<file path="src/rtl/vga_timing_pkg.sv">
// Shared timing constants and helpers for the pixel-domain raster generator.
// Defaults describe the 640x480@60 mode.
package vga_timing_pkg;

  localparam int unsigned DEF_H_ACTIVE = 640;
  localparam int unsigned DEF_H_FP     = 16;
  localparam int unsigned DEF_H_SYNC   = 96;
  localparam int unsigned DEF_H_BP     = 48;
  localparam int unsigned DEF_V_ACTIVE = 480;
  localparam int unsigned DEF_V_FP     = 10;
  localparam int unsigned DEF_V_SYNC   = 2;
  localparam int unsigned DEF_V_BP     = 33;
  localparam bit          DEF_H_POL    = 1'b0;
  localparam bit          DEF_V_POL    = 1'b0;
  localparam int unsigned DEF_CORDW    = 10;

  typedef logic [DEF_CORDW-1:0] coord_t;

  function automatic int unsigned h_total(input int unsigned active, input int unsigned fp,
                                          input int unsigned sync, input int unsigned bp);
    return active + fp + sync + bp;
  endfunction

  function automatic int unsigned v_total(input int unsigned active, input int unsigned fp,
                                          input int unsigned sync, input int unsigned bp);
    return active + fp + sync + bp;
  endfunction

endpackage

</file>
<file path="src/rtl/vga_timing_gen.sv">
// Raster timing generator: free-running h/v counters gated by clock-stage lock,
// with every output registered from the same (hc, vc) so they describe one pixel.
module vga_timing_gen
  import vga_timing_pkg::*;
#(
  parameter int unsigned H_ACTIVE = DEF_H_ACTIVE,
  parameter int unsigned H_FP     = DEF_H_FP,
  parameter int unsigned H_SYNC   = DEF_H_SYNC,
  parameter int unsigned H_BP     = DEF_H_BP,
  parameter int unsigned V_ACTIVE = DEF_V_ACTIVE,
  parameter int unsigned V_FP     = DEF_V_FP,
  parameter int unsigned V_SYNC   = DEF_V_SYNC,
  parameter int unsigned V_BP     = DEF_V_BP,
  parameter bit          H_POL    = DEF_H_POL,
  parameter bit          V_POL    = DEF_V_POL,
  parameter int unsigned CORDW    = DEF_CORDW
) (
  input  logic             clk_pix,
  input  logic             rst_n,
  input  logic             locked,
  output logic [CORDW-1:0] sx,
  output logic [CORDW-1:0] sy,
  output logic             hsync,
  output logic             vsync,
  output logic             de,
  output logic             line,
  output logic             frame
);

  localparam int unsigned H_TOTAL = h_total(H_ACTIVE, H_FP, H_SYNC, H_BP);
  localparam int unsigned V_TOTAL = v_total(V_ACTIVE, V_FP, V_SYNC, V_BP);

  localparam logic [CORDW-1:0] H_LAST   = CORDW'(H_TOTAL - 1);
  localparam logic [CORDW-1:0] V_LAST   = CORDW'(V_TOTAL - 1);
  localparam logic [CORDW-1:0] H_DE_END = CORDW'(H_ACTIVE);
  localparam logic [CORDW-1:0] V_DE_END = CORDW'(V_ACTIVE);
  localparam logic [CORDW-1:0] HS_START = CORDW'(H_ACTIVE + H_FP);
  localparam logic [CORDW-1:0] HS_END   = CORDW'(H_ACTIVE + H_FP + H_SYNC);
  localparam logic [CORDW-1:0] VS_START = CORDW'(V_ACTIVE + V_FP);
  localparam logic [CORDW-1:0] VS_END   = CORDW'(V_ACTIVE + V_FP + V_SYNC);

  // Counters must be able to reach TOTAL-1 without aliasing.
  if ((longint'(H_TOTAL) > (longint'(1) << CORDW)) ||
      (longint'(V_TOTAL) > (longint'(1) << CORDW))) begin : g_bad_cfg
    $error("vga_timing_gen: H_TOTAL or V_TOTAL exceeds 2**CORDW");
  end

  logic [CORDW-1:0] hc_reg;
  logic [CORDW-1:0] vc_reg;
  logic [CORDW-1:0] hc_next;
  logic [CORDW-1:0] vc_next;
  logic             de_next;
  logic             hsync_next;
  logic             vsync_next;
  logic             line_next;
  logic             frame_next;

  always_comb begin
    hc_next = hc_reg + 1'b1;
    vc_next = vc_reg;
    if (hc_reg == H_LAST) begin
      hc_next = '0;
      vc_next = (vc_reg == V_LAST) ? '0 : vc_reg + 1'b1;
    end

    de_next    = (hc_reg < H_DE_END) && (vc_reg < V_DE_END);
    hsync_next = ((hc_reg >= HS_START) && (hc_reg < HS_END)) ? H_POL : ~H_POL;
    vsync_next = ((vc_reg >= VS_START) && (vc_reg < VS_END)) ? V_POL : ~V_POL;
    line_next  = (hc_reg == '0);
    frame_next = (hc_reg == '0) && (vc_reg == '0);
  end

  // Loss of lock behaves exactly like reset, so a relock always restarts at (0,0).
  always_ff @(posedge clk_pix or negedge rst_n) begin
    if (!rst_n) begin
      hc_reg <= '0;
      vc_reg <= '0;
      sx     <= '0;
      sy     <= '0;
      de     <= 1'b0;
      line   <= 1'b0;
      frame  <= 1'b0;
      hsync  <= ~H_POL;
      vsync  <= ~V_POL;
    end else if (!locked) begin
      hc_reg <= '0;
      vc_reg <= '0;
      sx     <= '0;
      sy     <= '0;
      de     <= 1'b0;
      line   <= 1'b0;
      frame  <= 1'b0;
      hsync  <= ~H_POL;
      vsync  <= ~V_POL;
    end else begin
      hc_reg <= hc_next;
      vc_reg <= vc_next;
      sx     <= hc_reg;
      sy     <= vc_reg;
      de     <= de_next;
      line   <= line_next;
      frame  <= frame_next;
      hsync  <= hsync_next;
      vsync  <= vsync_next;
    end
  end

endmodule

</file>
<file path="config.mk">
export PLATFORM = sky130hd
export DESIGN_NAME = vga_timing_gen
export DESIGN_NICKNAME = d
export VERILOG_FILES = /design/src/rtl/vga_timing_pkg.sv /design/src/rtl/vga_timing_gen.sv
export SDC_FILE = /design/constraint.sdc
export NUM_CORES = 1
export LEC_CHECK = 0
export BUFFER_PORTS_ARGS = -buffer_cell sky130_fd_sc_hd__buf_2
export CORE_AREA = 10 10 69 71
export DETAILED_ROUTE_END_ITERATION = 6
export DIE_AREA = 0 0 79 81
export PLACE_DENSITY = 0.87
export SYNTH_ARGS = -nofsm -noshare
export SYNTH_HDL_FRONTEND = slang
export SYNTH_SLANG_ARGS = --single-unit
</file>
<file path="constraint.sdc">
create_clock -name clk_pix -period 2.7 [get_ports clk_pix]
set_input_delay 0 -clock clk_pix [delete_from_list [all_inputs] [get_ports clk_pix]]
set_output_delay 0 -clock clk_pix [all_outputs]
set_load 0.05 [all_outputs]
</file>
[After elaboration in Yosys (flattened, before gate mapping)]
Cells that the tools add are included.
Word-level totals
  output and inout bits: 25
  word-level logic and storage cells: 40
  register bits after elaboration: 45
  input bits: 3
Cells by class
  add/subtract/negate cells: 2
  mux-type cells: 14
  equality and inequality tests: 3
  $lt $le $gt $ge: 6
  reduce and logical (&&, ||, !) cells: 6
Operator list (number)
  10-bit two-way mux: 7
  10-bit by 1-bit adder with 10-bit output (second input constant): 2
  10-bit equality test (second input constant): 2
  10-bit logical NOT: 2
  10-bit less-than comparator (second input constant): 2
  10-bit by 9-bit less-than comparator with 1-bit output (second input constant): 2
  10-bit greater-or-equal comparator (second input constant): 1
  10-bit by 9-bit greater-or-equal comparator with 1-bit output (second input constant): 1
  1-bit two-way mux: 7
  1-bit logical AND: 4
  2-bit by 1-bit != test with 1-bit output (second input constant): 1

[Logic depth before layout (Yosys ltp)]
  word-level depth: 4
  mapped depth: 7
  mapped depth without buffers: 6

[Worst setup path before layout]
OpenSTA, ideal clock, no wires.
  kind: register to register
  start point: reg hc_reg[0]
  end point: reg vc_reg[9]
  buffers on the path: 1
  cell stages (with the launch flop): 7
  library setup time: 82 ps
  clock period less this slack: 1714 ps
  arrival: 1632 ps
  slack: 986 ps
  data required time: 2618 ps
  cells stage by stage: dfrtp_1 ha_1 and4_1 buf_6 nand3_2 or4_1 a31oi_1
On the way
  longest elaborated chain between the ends: 2
RTL lines
  start, declared: line vga_timing_gen.sv:48  | logic [CORDW-1:0] hc_reg;
  start signal, assigned: line vga_timing_gen.sv:96  | hc_reg <= hc_next;
  10-bit equality test: line vga_timing_gen.sv:61  | if (hc_reg == H_LAST) begin
  2-bit by 1-bit != test with 1-bit output (no line)
  end signal, assigned: line vga_timing_gen.sv:97  | vc_reg <= vc_next;
  end, declared: line vga_timing_gen.sv:49  | logic [CORDW-1:0] vc_reg;
No other way between the ends.
A chain may end at the register's enable or synchronous reset.

[Worst setup path in the final report]
Same ends and word-level chain as after synthesis.

==> metrics.md <==
| Metric | Value |
|---|---|
| Synth Register Bits | `45` |
| Antenna violations before repair | `0` |
| Hold Path Class | `input pin to flop` |
| Die height | `81 µm` |
| Slew of the pin with the lowest slew margin | `0.920 ns` |
| FP Rows | `22` |
| Syn_nets | `around 190` |
| Post-route setup slack | `0.817 ns` |
| Critical Path Source Type | `flop` |
| FFs w/ async S/R, synth | `100%` |
| Worst R2R Setup Slack | `0.82 ns` |
| Number of synthesized flops with an enable pin | `0` |
| Boundary Pins | `28` |
| Final HPWL DP | `2470 µm` |
| Num Clock Sinks | `between 40 and 50` |
| Setup-failing EPs final | `0` |
| Core area | `3520 µm²` |
| Cell Pwr Density | `515 nW/µm²` |
| End of the critical path | `vc_reg[9]` |
| Share of layout cells above drive strength 1 | `21.7%` |
| Root buffer cell | `clkbuf_4` |
| Skew final | `between 0.007 and 0.008 ns` |
| Mean Syn Cell Area | `11.1 µm²` |
| Worst slack, placed | `around 0.85 ns` |
| Drt wl/cell | `roughly 14 µm` |
| Final Util | `62.1%` |
| Fin Hold WS | `0.0272 ns` |
| Vias in the first global route | `1331` |
| Final max-slew violation count | `0` |
| Inst Count DP | `around 250` |
| Finished Layout Cells | `255` |
| M2 GR Usage | `around a fifth` |
| Synthesized area | `roughly 2000 µm²` |
| Total CTS buffers | `5` |
| Multi-input logic area | `756 µm²` |
| Worst R2R End | `vc_reg[9]` |
| Post-Synthesis Cells | `180` |
| Final WL | `3520 µm` |
| Top FF cell, synth | `dfrtp_1` |
| Crit path max fanout | `7` |
| Fmax | `531 MHz` |
| Largest net degree at the start of global routing | `46` |
| First-pass GRT wire length | `6080 µm` |
| Area taken by flip-flops and latches | `1130 µm²` |
| Worst Setup End Kind | `flop` |
| Final period util | `69.8%` |
| R2r startpoint | `hc_reg[0]` |
| Class of the most critical setup path | `flop to flop` |
| Drt drc | `0` |
| Synth warn | `0` |
| Crit path from | `hc_reg[0]` |
| Worst IR Drop VDD | `0.307 mV` |
| Synth unique cells | `40` |
| Maximum clock path buffer count | `2` |
| Grt met1 use | `13.6%` |
| Setup TNS Final | `0 ns` |
| CTS resizes | `0` |
| Vias | `between 1000 and 1500` |
| Fillers | `300` |
| Post-layout net count | `213` |
| Area Overhead vs Synth | `9.86%` |
| CP required | `2.98 ns` |
| Rel. slew slack | `38.7%` |
| Register area share after synthesis | `56.6%` |
| DIE WIDTH | `79 µm` |
| GR Overflow Total | `0` |
| Ant diodes | `0` |
| Leakage | `roughly 1.1 nW` |
| Initial DRT Pass Iterations | `4` |
| Total of max-cap violations | `0` |
| Gpl congestion | `0.920` |
| Antenna Nets Post-Route | `0` |
| CP Data Arrival Time | `2.17 ns` |
| Result of the run | `finished clean` |
| Post-CTS Hold Fix Bufs | `1` |
| Initial Util | `approximately 57%` |
| Crit path time final | `roughly 1.9 ns` |
| Worst R2R Path Depth | `5` |
| Gr busiest metal | `met2` |
| GR Layer Usage met3 | `4.30%` |
| GR Util All Layers | `between 10% and 20%` |
| Vias per inst | `5.33` |
| Post-CTS setup buffer count | `0` |
| Die ar. | `6400 µm²` |
| Clk Latency, worst-skew pair | `about 0.36 ns` |
| IO Port Bufs | `27` |
| CTS HTree Levels | `2` |
| Final hold viol count | `0` |
| CTS tree | `built` |
| CTS clk-pin slew, worst paths | `0.11 ns` |
| Initial DRC Count | `128` |
| RSZ-0062 raised after global routing | `false` |
## cell usage in the layout (no fill, tap or decap), types with 3 or more instances in the layout
cell type | synthesis | routed
and2_1 | 15 | 15
or4_1 | 3 | 3
clkbuf_4 | 0 | 5
nand2_1 | 11 | 11
inv_1 | 8 | 8
nor2b_1 | 4 | 4
ha_1 | 4 | 4
buf_2 | 1 | 27
o21ai_0 | 6 | 6
a22o_1 | 4 | 4
nand4_1 | 3 | 3
xnor2_1 | 4 | 4
nand3_1 | 10 | 10
nor2_1 | 17 | 17
dfrtp_1 | 43 | 43
nor3_1 | 4 | 4
and2_2 | 3 | 3
xor2_1 | 4 | 4
## routing by layer
metal  vias to the layer above  part of all wire (%)
li1                        674                     -
met1                       630                    42
met2                        50                    47
met3                         5                   8.8
met4                         0                   2.4
met5                         -                     0
## cells in the mapped netlist, drive strengths merged (2+ instances only)
master	count	area share, %
and2	18	5.8
nand2	11	2.1
o211ai	2	0.75
nor2	17	3.2
o21ai	6	1.5
nor2b	4	1.3
clkbuf	4	1.3
dfstp	2	2.6
a21oi	2	0.50
ha	4	2.5
buf	5	2.7
xnor2	4	1.8
or4	3	1.1
nor4b	2	1.6
nor4	2	0.63
and4	2	0.88
o22ai	2	0.63
nand4	3	0.94
nand3	11	3.0
nor3	4	1.0
and3	3	1.0
inv	8	1.5
a31oi	2	0.63
dfrtp	43	54
xor2	4	1.8
a22o	4	1.8
a31o	3	1.3
## stage by stage
stage               instance area, µm²  total power, mW
floorplan                         1990            0.765
global placement                  2110            0.793
detailed placement                2110            0.794
CTS                               2190             1.15
global route                      2190             1.19
finish                            2190             1.13
## worst max-delay path, cell delays in order, from the launching register on
cell and delay [ns]:
dfrtp_1 0.43, ha_1 0.22, and4_1 0.34, nand3_2 0.15
or4_1 0.51, a31oi_1 0.16
## cell families after synthesis
logic type / after synthesis / synth area share [%]
xor gates and xnor gates: 8 / 3.52
adders and majority gates: 4 / 2.51
DFF: 45 / 56.6
buffers and inverters: 17 / 5.46
and+or+nand+nor: 82 / 23.4
AOI/OAI and AO/OA: 24 / 8.54
## area by class of cell
class | count | area share [%]
Timing Repair Buffer | 28 | 6.63
Clock inverter | 1 | 0.229
Tap cell | 48 | 2.74
Clock buffer | 7 | 2.97
Multi-Input combinational cell | 118 | 34.5
Inverter | 8 | 1.37
Sequential cell | 45 | 51.5
## how the worst min path moves through the flow
stage,startpoint,endpoint,cells after the start
2_1_floorplan,rst_n,de,0
4_1_cts,locked,sy[0],3
5_1_grt,locked,sx[5],2
3_5_place_dp,rst_n,sx[5],1
6_report,locked,sy[0],3
3_3_place_gp,rst_n,sx[7],1
## report_power, final
part           switching (mW)  internal [mW]  leakage, nW
Combinational          0.0654         0.0200        0.420
Clock                   0.197          0.151       0.0413
Sequential            0.00941          0.686        0.614
Total                   0.271          0.857         1.07
Power figures use the tool's default switching activity.
